==> src/rtl/seq_divider_16.sv <==
// seq_divider_16
//   Multi-cycle restoring divider for the MULT/DIV unit. One trial subtraction
//   and one shift per cycle. Signed (DIV) or unsigned (DIVU) operation with
//   MIPS result semantics: the quotient truncates toward zero and the
//   remainder takes the sign of the dividend.
//
//   Ports
//     clk          rising-edge clock
//     rst          asynchronous, active-high reset
//     start        request, sampled only while idle
//     is_signed    1 = two's-complement operands, 0 = unsigned
//     dividend     numerator, sampled with start
//     divisor      denominator, sampled with start
//     busy         high while an operation is in flight
//     done         one-cycle pulse; results valid from this cycle
//     quotient     registered result, held until the next done
//     remainder    registered result, held until the next done
//     div_by_zero  registered flag, updated with done
//     overflow     registered flag (signed most-negative / -1), updated with done
//
//   state | meaning
//   ------+----------------------------------------------------------
//   IDLE  | waiting for start; outputs hold the last result
//   CALC  | one shift / trial subtraction per cycle, WIDTH iterations
//   FIX   | apply result signs, load outputs, pulse done

module seq_divider_16 #(
    parameter int WIDTH = 16
) (
    input  logic             clk,
    input  logic             rst,
    input  logic             start,
    input  logic             is_signed,
    input  logic [WIDTH-1:0] dividend,
    input  logic [WIDTH-1:0] divisor,
    output logic             busy,
    output logic             done,
    output logic [WIDTH-1:0] quotient,
    output logic [WIDTH-1:0] remainder,
    output logic             div_by_zero,
    output logic             overflow
);

    localparam int CW = $clog2(WIDTH);
    localparam logic [WIDTH-1:0] MOST_NEG = {1'b1, {(WIDTH-1){1'b0}}};

    typedef enum logic [1:0] {
        IDLE,
        CALC,
        FIX
    } state_t;

    state_t           state;
    logic [CW-1:0]    cnt;
    logic [WIDTH-1:0] rem;
    logic [WIDTH-1:0] quo;
    logic [WIDTH-1:0] dmag;
    logic [WIDTH-1:0] a_orig;
    logic             q_neg;
    logic             r_neg;
    logic             b_zero;
    logic             ovf_pend;

    logic             a_neg;
    logic             b_neg;
    logic [WIDTH-1:0] a_mag;
    logic [WIDTH-1:0] b_mag;
    logic [WIDTH:0]   shifted;
    logic [WIDTH:0]   diff;
    logic [WIDTH-1:0] q_fix;
    logic [WIDTH-1:0] r_fix;

    always_comb begin
        a_neg = is_signed & dividend[WIDTH-1];
        b_neg = is_signed & divisor[WIDTH-1];
        a_mag = a_neg ? (~dividend + 1'b1) : dividend;
        b_mag = b_neg ? (~divisor + 1'b1) : divisor;

        // rem < dmag is invariant, so WIDTH+1 bits hold the trial result and
        // its top bit is a clean borrow indicator.
        shifted = {rem, quo[WIDTH-1]};
        diff    = shifted - {1'b0, dmag};

        q_fix = q_neg ? (~quo + 1'b1) : quo;
        r_fix = r_neg ? (~rem + 1'b1) : rem;
    end

    always_ff @(posedge clk or posedge rst) begin
        if (rst) begin
            state       <= IDLE;
            cnt         <= '0;
            rem         <= '0;
            quo         <= '0;
            dmag        <= '0;
            a_orig      <= '0;
            q_neg       <= 1'b0;
            r_neg       <= 1'b0;
            b_zero      <= 1'b0;
            ovf_pend    <= 1'b0;
            busy        <= 1'b0;
            done        <= 1'b0;
            quotient    <= '0;
            remainder   <= '0;
            div_by_zero <= 1'b0;
            overflow    <= 1'b0;
        end else begin
            done <= 1'b0;
            case (state)
                IDLE: begin
                    if (start) begin
                        rem      <= '0;
                        quo      <= a_mag;
                        dmag     <= b_mag;
                        a_orig   <= dividend;
                        q_neg    <= a_neg ^ b_neg;
                        r_neg    <= a_neg;
                        b_zero   <= (divisor == '0);
                        ovf_pend <= is_signed && (dividend == MOST_NEG) && (divisor == '1);
                        cnt      <= '0;
                        busy     <= 1'b1;
                        state    <= CALC;
                    end
                end
                CALC: begin
                    if (diff[WIDTH]) begin
                        rem <= shifted[WIDTH-1:0];
                        quo <= {quo[WIDTH-2:0], 1'b0};
                    end else begin
                        rem <= diff[WIDTH-1:0];
                        quo <= {quo[WIDTH-2:0], 1'b1};
                    end
                    if (cnt == CW'(WIDTH-1)) begin
                        state <= FIX;
                    end else begin
                        cnt <= cnt + 1'b1;
                    end
                end
                FIX: begin
                    // Divide by zero overrides the datapath result so the
                    // outputs do not depend on how the iterations degenerate.
                    if (b_zero) begin
                        quotient    <= '1;
                        remainder   <= a_orig;
                        div_by_zero <= 1'b1;
                        overflow    <= 1'b0;
                    end else begin
                        quotient    <= q_fix;
                        remainder   <= r_fix;
                        div_by_zero <= 1'b0;
                        overflow    <= ovf_pend;
                    end
                    busy  <= 1'b0;
                    done  <= 1'b1;
                    state <= IDLE;
                end
                default: begin
                    busy  <= 1'b0;
                    state <= IDLE;
                end
            endcase
        end
    end

endmodule

==> config.mk <==
export PLATFORM = sky130hd
export DESIGN_NAME = seq_divider_16
export DESIGN_NICKNAME = d
export VERILOG_FILES = /design/src/rtl/seq_divider_16.sv
export SDC_FILE = /design/constraint.sdc
export NUM_CORES = 1
export LEC_CHECK = 0
export ABC_AREA = 1
export CORE_MARGIN = 5
export CORE_UTILIZATION = 58
export DETAILED_ROUTE_END_ITERATION = 7
export HOLD_SLACK_MARGIN = 0.15
export PLACE_DENSITY_LB_ADDON = 0.12
export SYNTH_ARGS = -nofsm -noshare
export SYNTH_HDL_FRONTEND = slang
export SYNTH_SLANG_ARGS = --single-unit
==> constraint.sdc <==
create_clock -name clk -period 4.5 [get_ports clk]
set_input_delay 0.9 -clock clk [delete_from_list [all_inputs] [get_ports clk]]
set_output_delay 0.9 -clock clk [all_outputs]
set_load 0.05 [all_outputs]
After elaboration in Yosys (flattened, before gate mapping) --
Index checks and enable logic that the tools add are counted.
Cells by class: add/sub/neg operators 6, eq/ne operators 8, muxes and demuxes 23, bitwise gates (word level) 8, reduce and logical (&&, ||, !) cells 10
Operator list (count):
- 16-bit 2-to-1 mux | 9
- 16-bit by 1-bit adder with 16-bit output (second input constant) | 4
- 16-bit inverter | 4
- 16-bit case mux with 2 select lines | 2
- 16-bit equality test (second input constant) | 2
- 17-bit by 16-bit subtractor with 17-bit output | 1
- 16-bit zero test | 1
- 4-bit 2-to-1 mux | 2
- 4-bit case mux with 2 select lines | 1
- 2-bit AND reduction | 4
- 2-bit inequality test (second input constant) | 3
- 1-bit 2-to-1 mux | 5
- 4-bit by 1-bit adder with 4-bit output (second input constant) | 1
- 4-bit equality test (second input constant) | 1
- 2-bit 2-to-1 mux | 2
- 2-bit case mux with 2 select lines | 1
- 3-bit AND reduction | 1
- 1-bit AND | 2
- 2-bit by 1-bit equality test with 1-bit output (second input constant) | 1
- 2-bit equality test (second input constant) | 1
- 1-bit logical AND | 2
- 2-bit zero test | 1
- 1-bit case mux with 2 select lines | 1
- 2-bit nonzero test | 1
- other kinds (2) | 2
Storage, ports and cells: bits in registers 110, word-level logic and storage cells 71

Depth between registers and ports, before layout --
Gate-level depths: netlist (run 1).
depth in word-level cells 5, gate-level depth with buffers 16, mapped depth without buffers 15

Worst setup path before layout (run 1) --
Ideal clock, no wire load.
kind register -> register, start point reg quo[15], end point reg rem[2], data arrival time 1.923 ns, data required time 4.385 ns, setup slack 2.461 ns, stages on the path, launching flop included 17, path buffers 1, period minus slack after synthesis 2.039 ns, cells stage by stage dfrtp_1 inv_1 ha_1 fa_1 inv_1 nand2_1 nand2_2 nand3_2 nand2_2 nand2_4 nand2_4 nand2_4 nand2_4 buf_12 nand2_2 nand3_2 nand2_2
Between the ends: cells in the longest elaborated chain, start to end 3
Ends and longest elaborated chain:
- start: declaration | line 56 | logic [WIDTH-1:0] quo;
- start signal: assignment | line 112 | quo <= a_mag;
- start signal: assignment | line 127 | quo <= {quo[WIDTH-2:0], 1'b0};
- start signal: assignment | line 130 | quo <= {quo[WIDTH-2:0], 1'b1};
- 17-bit by 16-bit subtractor with 17-bit output | line 82 | diff = shifted - {1'b0, dmag};
- 16-bit 2-to-1 mux | line 125 | if (diff[WIDTH]) begin
- 16-bit case mux with 2 select lines | line 108 | case (state)
- end signal: assignment | line 126 | rem <= shifted[WIDTH-1:0];
- end signal: assignment | line 129 | rem <= diff[WIDTH-1:0];
- end: declaration | line 55 | logic [WIDTH-1:0] rem;
Every way passes these cells. A chain may end at the register's enable or synchronous reset.

Worst setup path in the final report (run 1) --
start point reg state[0], end point reg remainder[4]
Between the ends: cells in the longest elaborated chain, start to end 1
Ends and longest elaborated chain:
- start: declaration | line 53 | state_t state;
- start signal: assignment | line 90 | state <= IDLE;
- start signal: assignment | line 121 | state <= CALC;
- start signal: assignment | line 133 | state <= FIX;
- 2-bit equality test | line 108
- end signal: assignment | line 143 | remainder <= a_orig;
- end signal: assignment | line 148 | remainder <= r_fix;
- end: declaration | line 39 | output logic [WIDTH-1:0] remainder,
Every way passes these cells.

==> results of run 1 <==
==> worst max-delay path, delay by kind of cell (launching register included) <==
kind                   cells  cell delay, ns
AO/OA/AOI/OAI              1            0.40
buffers and inverters      2            0.57
flip-flops                 1            0.58
AND/OR/NAND/NOR            2            1.05
==> power by group <==
part | internal (mW) | switching [mW] | total [mW]
logic | 1.50 | 2.88 | 4.38
clock network | 0.437 | 0.376 | 0.812
registers | 1.46 | 0.415 | 1.87
==> area by class of cell <==
class,count,area share [%]
Multi-Input combinational cell,764,46.24
Sequential cell,110,32.53
Timing Repair Buffer,75,8.903
Inverter,141,6.285
Clock buffer,10,2.706
Tap cell,172,2.544
Clock inverter,6,0.7838
==> flip-flops by register name, summed over array words and instances, names as in the netlist, 2 cells and up <==
register	flops
a_orig	16
cnt	4
dmag	16
quo	16
quotient	16
rem	16
remainder	16
state	2
==> path summary, 6_finish.rpt <==
check | startpoint | end | slack [ns] | cells past startpoint
setup / recovery | state[0] | remainder[4] | 1.75 | 5
setup reg to reg | state[0] | remainder[4] | 1.75 | 5
min in group asynchronous | rst | quotient[13] | 1.03 | 2
max in group asynchronous | rst | dmag[6] | 2.73 | 3
hold reg to reg | dmag[15] | dmag[15] | 0.49 | 2
hold / removal | dmag[15] | dmag[15] | 0.49 | 2
==> cells in the mapped netlist (all sizes together) <==
library cell | n | area share [%]
a21o | 1 | 0.10
a21oi | 36 | 2.6
a22oi | 1 | 0.10
a31oi | 7 | 0.59
and2 | 3 | 0.25
buf | 16 | 1.7
clkbuf | 19 | 1.1
clkinv | 1 | 0.051
dfrtp | 110 | 37
fa | 1 | 0.27
ha | 22 | 3.7
inv | 140 | 7.1
nand2 | 326 | 18
nand3 | 119 | 9.0
nand3b | 7 | 0.71
nand4 | 17 | 1.4
nor2 | 96 | 5.4
nor3 | 9 | 0.83
nor4 | 1 | 0.085
o211ai | 8 | 0.88
o21ai | 75 | 5.1
o21bai | 2 | 0.20
o221ai | 6 | 0.71
o22a | 1 | 0.12
o22ai | 2 | 0.17
o311ai | 2 | 0.24
o41ai | 1 | 0.12
or2 | 2 | 0.17
xnor2 | 2 | 0.24
xor2 | 17 | 2.0
==> cells by family (layout without fill, tap and decap cells) <==
logic type | count (synthesis) | count (layout) | share of synthesized area [%]
simple gates | 580 | 580 | 35.69
buf+inv | 176 | 232 | 9.941
compound gates | 142 | 142 | 10.94
flops | 110 | 110 | 37.19
fa+ha+maj | 23 | 23 | 3.990
xor+xnor | 19 | 19 | 2.249
==> stage by stage <==
stage	hold WS [ns]	setup slack (ns)
floorplan	0.4488	0.6977
global placement	0.4581	1.443
detailed placement	0.4703	1.415
CTS	0.4891	1.782
global route	0.5131	1.502
finish	0.4862	1.748
==> per-layer routing <==
layer,global-route usage [%],share of wire (%),vias to the layer above
li1,-,-,3500
met1,41.59,49,3268
met2,40.08,43,250
met3,4.620,6.8,24
met4,6.648,1.2,0
met5,0,0,-
==> cell usage in the layout (no fill, tap or decap), drive strengths merged, types with 10 or more instances in the layout <==
master         instances
xor2                  17
nand2                326
nand4                 17
inv                  143
ha                    22
nor2                  96
nand3                119
dfrtp                110
o21ai                 75
clkdlybuf4s50         71
a21oi                 36
clkbuf                10
==> impl_metrics.ini, run 1 <==
[routing]
drt_pass1_iterations = 5
wl_per_cell_um = 15.14
drt_iter0_drc = 718
vias = 7042
vias_per_cell = 5.510
drcViolationCount = 0
drt-total-wl_um = 19350
postRouteAntennaNets = 0

[logic_synthesis]
ys_ff_latch = 110
postSynthAreaPerCell_um2 = 7.048
synthCells = 1050
synth.net_count = 1109
mappedNetlistArea_mm2 = 0.007401
seq_area_frac_synth_pct = 37.19
synth_warnings = 0
synth_cell_types = 50

[clock_tree]
hold_buffers = 0
cts_tree = built
cts-root-buf = clkbuf_16
cts_setup_buffers = 0
cts_made_buffers = 9
insertion_delay_ns = 0.36
post_cts_resized = 0
path_clk_slew_ns = 0.07
cts_buffer_depth = 2
clkSinkCount = 110
cts-htree-levels = 3

[cells_and_area]
nets = 1160
multiInputGateArea_mm2 = 0.003913
layout-drive-gt1-share_pct = 7.233
regArea_mm2 = 0.002753
fin_area_mm2 = 0.008461
syn_to_final_growth_pct = 14.32
fin_util_pct = 67.32
diodes = 0
fin_cells = 1278
nFillCells = 1129

[floorplanning]
core-area_mm2 = 0.01257
die-area_mm2 = 0.01512
core.rowCount = 41
io_pins = 72
die_x_um = 123.0
start_util_pct = 58.89
die_h_um = 123.0

[pwr]
power_density_mw_per_mm2 = 834.7
vdd_drop_max_mv = 0.3455
leakagePower_nw = 4.278
power_mw = 7.062

[timing]
setup_violations = 0
worst_clock_skew_ns = 0.008963
min_period_ns = 2.752
worst_pin_slew_ns = 0.7657
report.final.slew_viol_count = 0
fmaxAchievable_ghz = 0.3634
rsz0062_at_grt = no
period_share_pct = 61.16
max-slew-margin-rel_pct = 48.83
hold_viol_final = 0
finalSetupTns_ns = 0

[worst_hold_path]
hold_path_class = reg2reg

[critical_path]
end_kind = register
cp_data_arrival_time_ns = 2.99
path_cells = nor2_8, inv_2, nor2_4, inv_2, o311ai_0
worst-path-max-fanout = 33
critPathKind = reg2reg
worstPathRequired_ns = 4.73
cp-start-kind = register
slowest_delay_ns = 0.58
crit_slowest_cell = dfrtp_1
cp_common_cell = inv_2

[placed_design]
placed_cell_area_mm2 = 0.008165
gp_congestion = 0.9036
hpwl_um = 14780
numPortBuffers = 71
dp_cells = 1262

[run]
drv_cap = 0

[run_status]
status = complete, no violations

[grt]
groute.usage.overall_pct = 27.15
grt_max_degree = 58
grt_pass1_wl_um = 32450
grt_pass1_vias = 6539
antenna_found_initial = 0
grt_overflow_total = 0
No activity file was read; power rests on OpenSTA's default activity.
==> run 2: changes to the inputs <==
==> constraint.sdc (replaced) <==
create_clock -name clk -period 2.8 [get_ports clk]
set_input_delay 0.56 -clock clk [delete_from_list [all_inputs] [get_ports clk]]
set_output_delay 0.56 -clock clk [all_outputs]
set_load 0.05 [all_outputs]
==> run 2 against run 1 <==
Against the previous run:
- critical path depth rose by 10
- combinational power rose by 61%
- cell count rose by 0.55%
- critical path type unchanged
- critical endpoint is now rem[6]
==> impl_metrics.ini, run 2 (synthesized netlist as in run 1, its figures left out) <==
[run_status]
status = complete, no violations

[floorplanning]
die_h_um = 123.0
die-area_mm2 = 0.01512
start_util_pct = 58.89
core.rowCount = 41
core-area_mm2 = 0.01257
io_pins = 72
die_x_um = 123.0

[critical_path]
worst-path-max-fanout = 14
worstPathRequired_ns = 3.05
r2r-start = quo[15]
worstSetupStartpoint = quo[15]
cp-start-kind = register
end_kind = register
cp_data_arrival_time_ns = 2.58
critPathKind = reg2reg

[timing]
holdWs_ns = 0.4789
rsz0062_at_grt = no
finalSetupTns_ns = 0
setup_violations = 0
worst_clock_skew_ns = 0.01002
period_share_pct = 83.32
worst_pin_slew_ns = 0.5890
fmaxAchievable_ghz = 0.4286
hold_viol_final = 0
fin_ws_ns = 0.4670
report.final.slew_viol_count = 0
max-slew-margin-rel_pct = 60.73
min_period_ns = 2.333

[worst_hold_path]
min-delay-start = div_by_zero
hold_path_class = reg2reg

[cells_and_area]
nFillCells = 1128
final_cell_mix = nand2_1 (297), inv_1 (133), dfrtp_1 (110)
final_common_cell = nand2_1
regArea_mm2 = 0.002753
syn_to_final_growth_pct = 15.00
layout-drive-gt1-share_pct = 7.817
multiInputGateArea_mm2 = 0.003913
nets = 1167
diodes = 0
fin_util_pct = 67.72

[clock_tree]
cts_tree = built
clkSinkCount = 110
cts-root-buf = clkbuf_16
cts_buffer_depth = 2
path_clk_slew_ns = 0.07
cts-htree-levels = 3
insertion_delay_ns = 0.35
cts_setup_buffers = 0
cts_made_buffers = 9
post_cts_resized = 0
hold_buffers = 0

[routing]
drt_pass1_iterations = 5
wl_per_cell_um = 15.29
vias = 7040
drt_iter0_drc = 646
drcViolationCount = 0
drt-total-wl_um = 19650
vias_per_cell = 5.479
postRouteAntennaNets = 0

[placed_design]
hpwl_um = 14730
numPortBuffers = 71
gp_congestion = 0.9036
post-place-ws_ns = 0.4416

[pwr]
leakagePower_nw = 4.305
vdd_drop_max_mv = 0.5303
clock_power_share_pct = 11.3
p_seq_share_pct = 26.4
power_mw = 11.32
netSwitchingFraction_pct = 51.92
power_density_mw_per_mm2 = 1330
p_switching_mw = 5.875
p_int_mw = 5.440
comb_power_share_pct = 62.3

[grt]
globalRouteMet2Util_pct = 39.67
antenna_found_initial = 0
use_met1_pct = 41.40
groute.usage.overall_pct = 27.08
grt_pass1_wl_um = 32090
gr-usage-met3_pct = 4.300
busiest_layer = met1
grt_overflow_total = 0
grt_pass1_vias = 6380
grt_max_degree = 111

[run]
drv_cap = 0
## run 2: layout make-up
class,count,share of cell area [%]
sequential,110,32.34
timing repair buffer,82,9.468
clock buffer,12,3.014
clock inverter,4,0.4116
tap,172,2.529
inverter,141,6.263
multi-input combinational,764,45.97
## run 2: per-layer routing
| layer | vias up | routed length (um) |
|---|---|---|
| met5 | - | 0 |
| met4 | 0 | 386 |
| met3 | 30 | 1522 |
| met2 | 279 | 8482 |
| met1 | 3225 | 9257 |
| li1 | 3506 | - |
## run 2: critical path, cell delays in order, from the launching register on
cell	delay (ns)
dfrtp_1	0.34
inv_1	0.10
ha_1	0.24
fa_1	0.40
inv_1	0.12
nand2_1	0.07
nand2_2	0.07
nand3_2	0.07
nand2_2	0.12
nand2_4	0.08
nand2_4	0.08
nand2_4	0.12
nand2_4	0.22
nand2_1	0.09
nand3_1	0.08
nand2_1	0.05
## run 2: metrics by stage
| step | cells | area, um2 |
|---|---|---|
| 2_1_floorplan | 1050 | 7405 |
| 3_3_place_gp | 1269 | 8219 |
| 3_5_place_dp | 1269 | 8219 |
| 4_1_cts | 1285 | 8511 |
| 5_1_grt | 1285 | 8511 |
| 6_report | 1285 | 8511 |
## run 2: worst paths after layout
path                                 to  slack (ns)  cells after the start
max                              rem[6]        0.47                     15
min                         div_by_zero        0.48                      2
max reg2reg                      rem[6]        0.47                     15
min reg2reg                 div_by_zero        0.48                      2
max in group asynchronous      dmag[11]        1.64                      3
min in group asynchronous  quotient[10]        0.71                      3
## run 2: power by group through the flow
stage	combinational (mW)	clock, mW	sequential (mW)
final	7.05	1.28	2.99
after global routing	7.90	1.35	3.08
after CTS	7.04	1.28	2.97
after detailed placement	6.98	0	2.99
after global placement	6.86	0	2.98
after floorplan	4.85	0	3.54
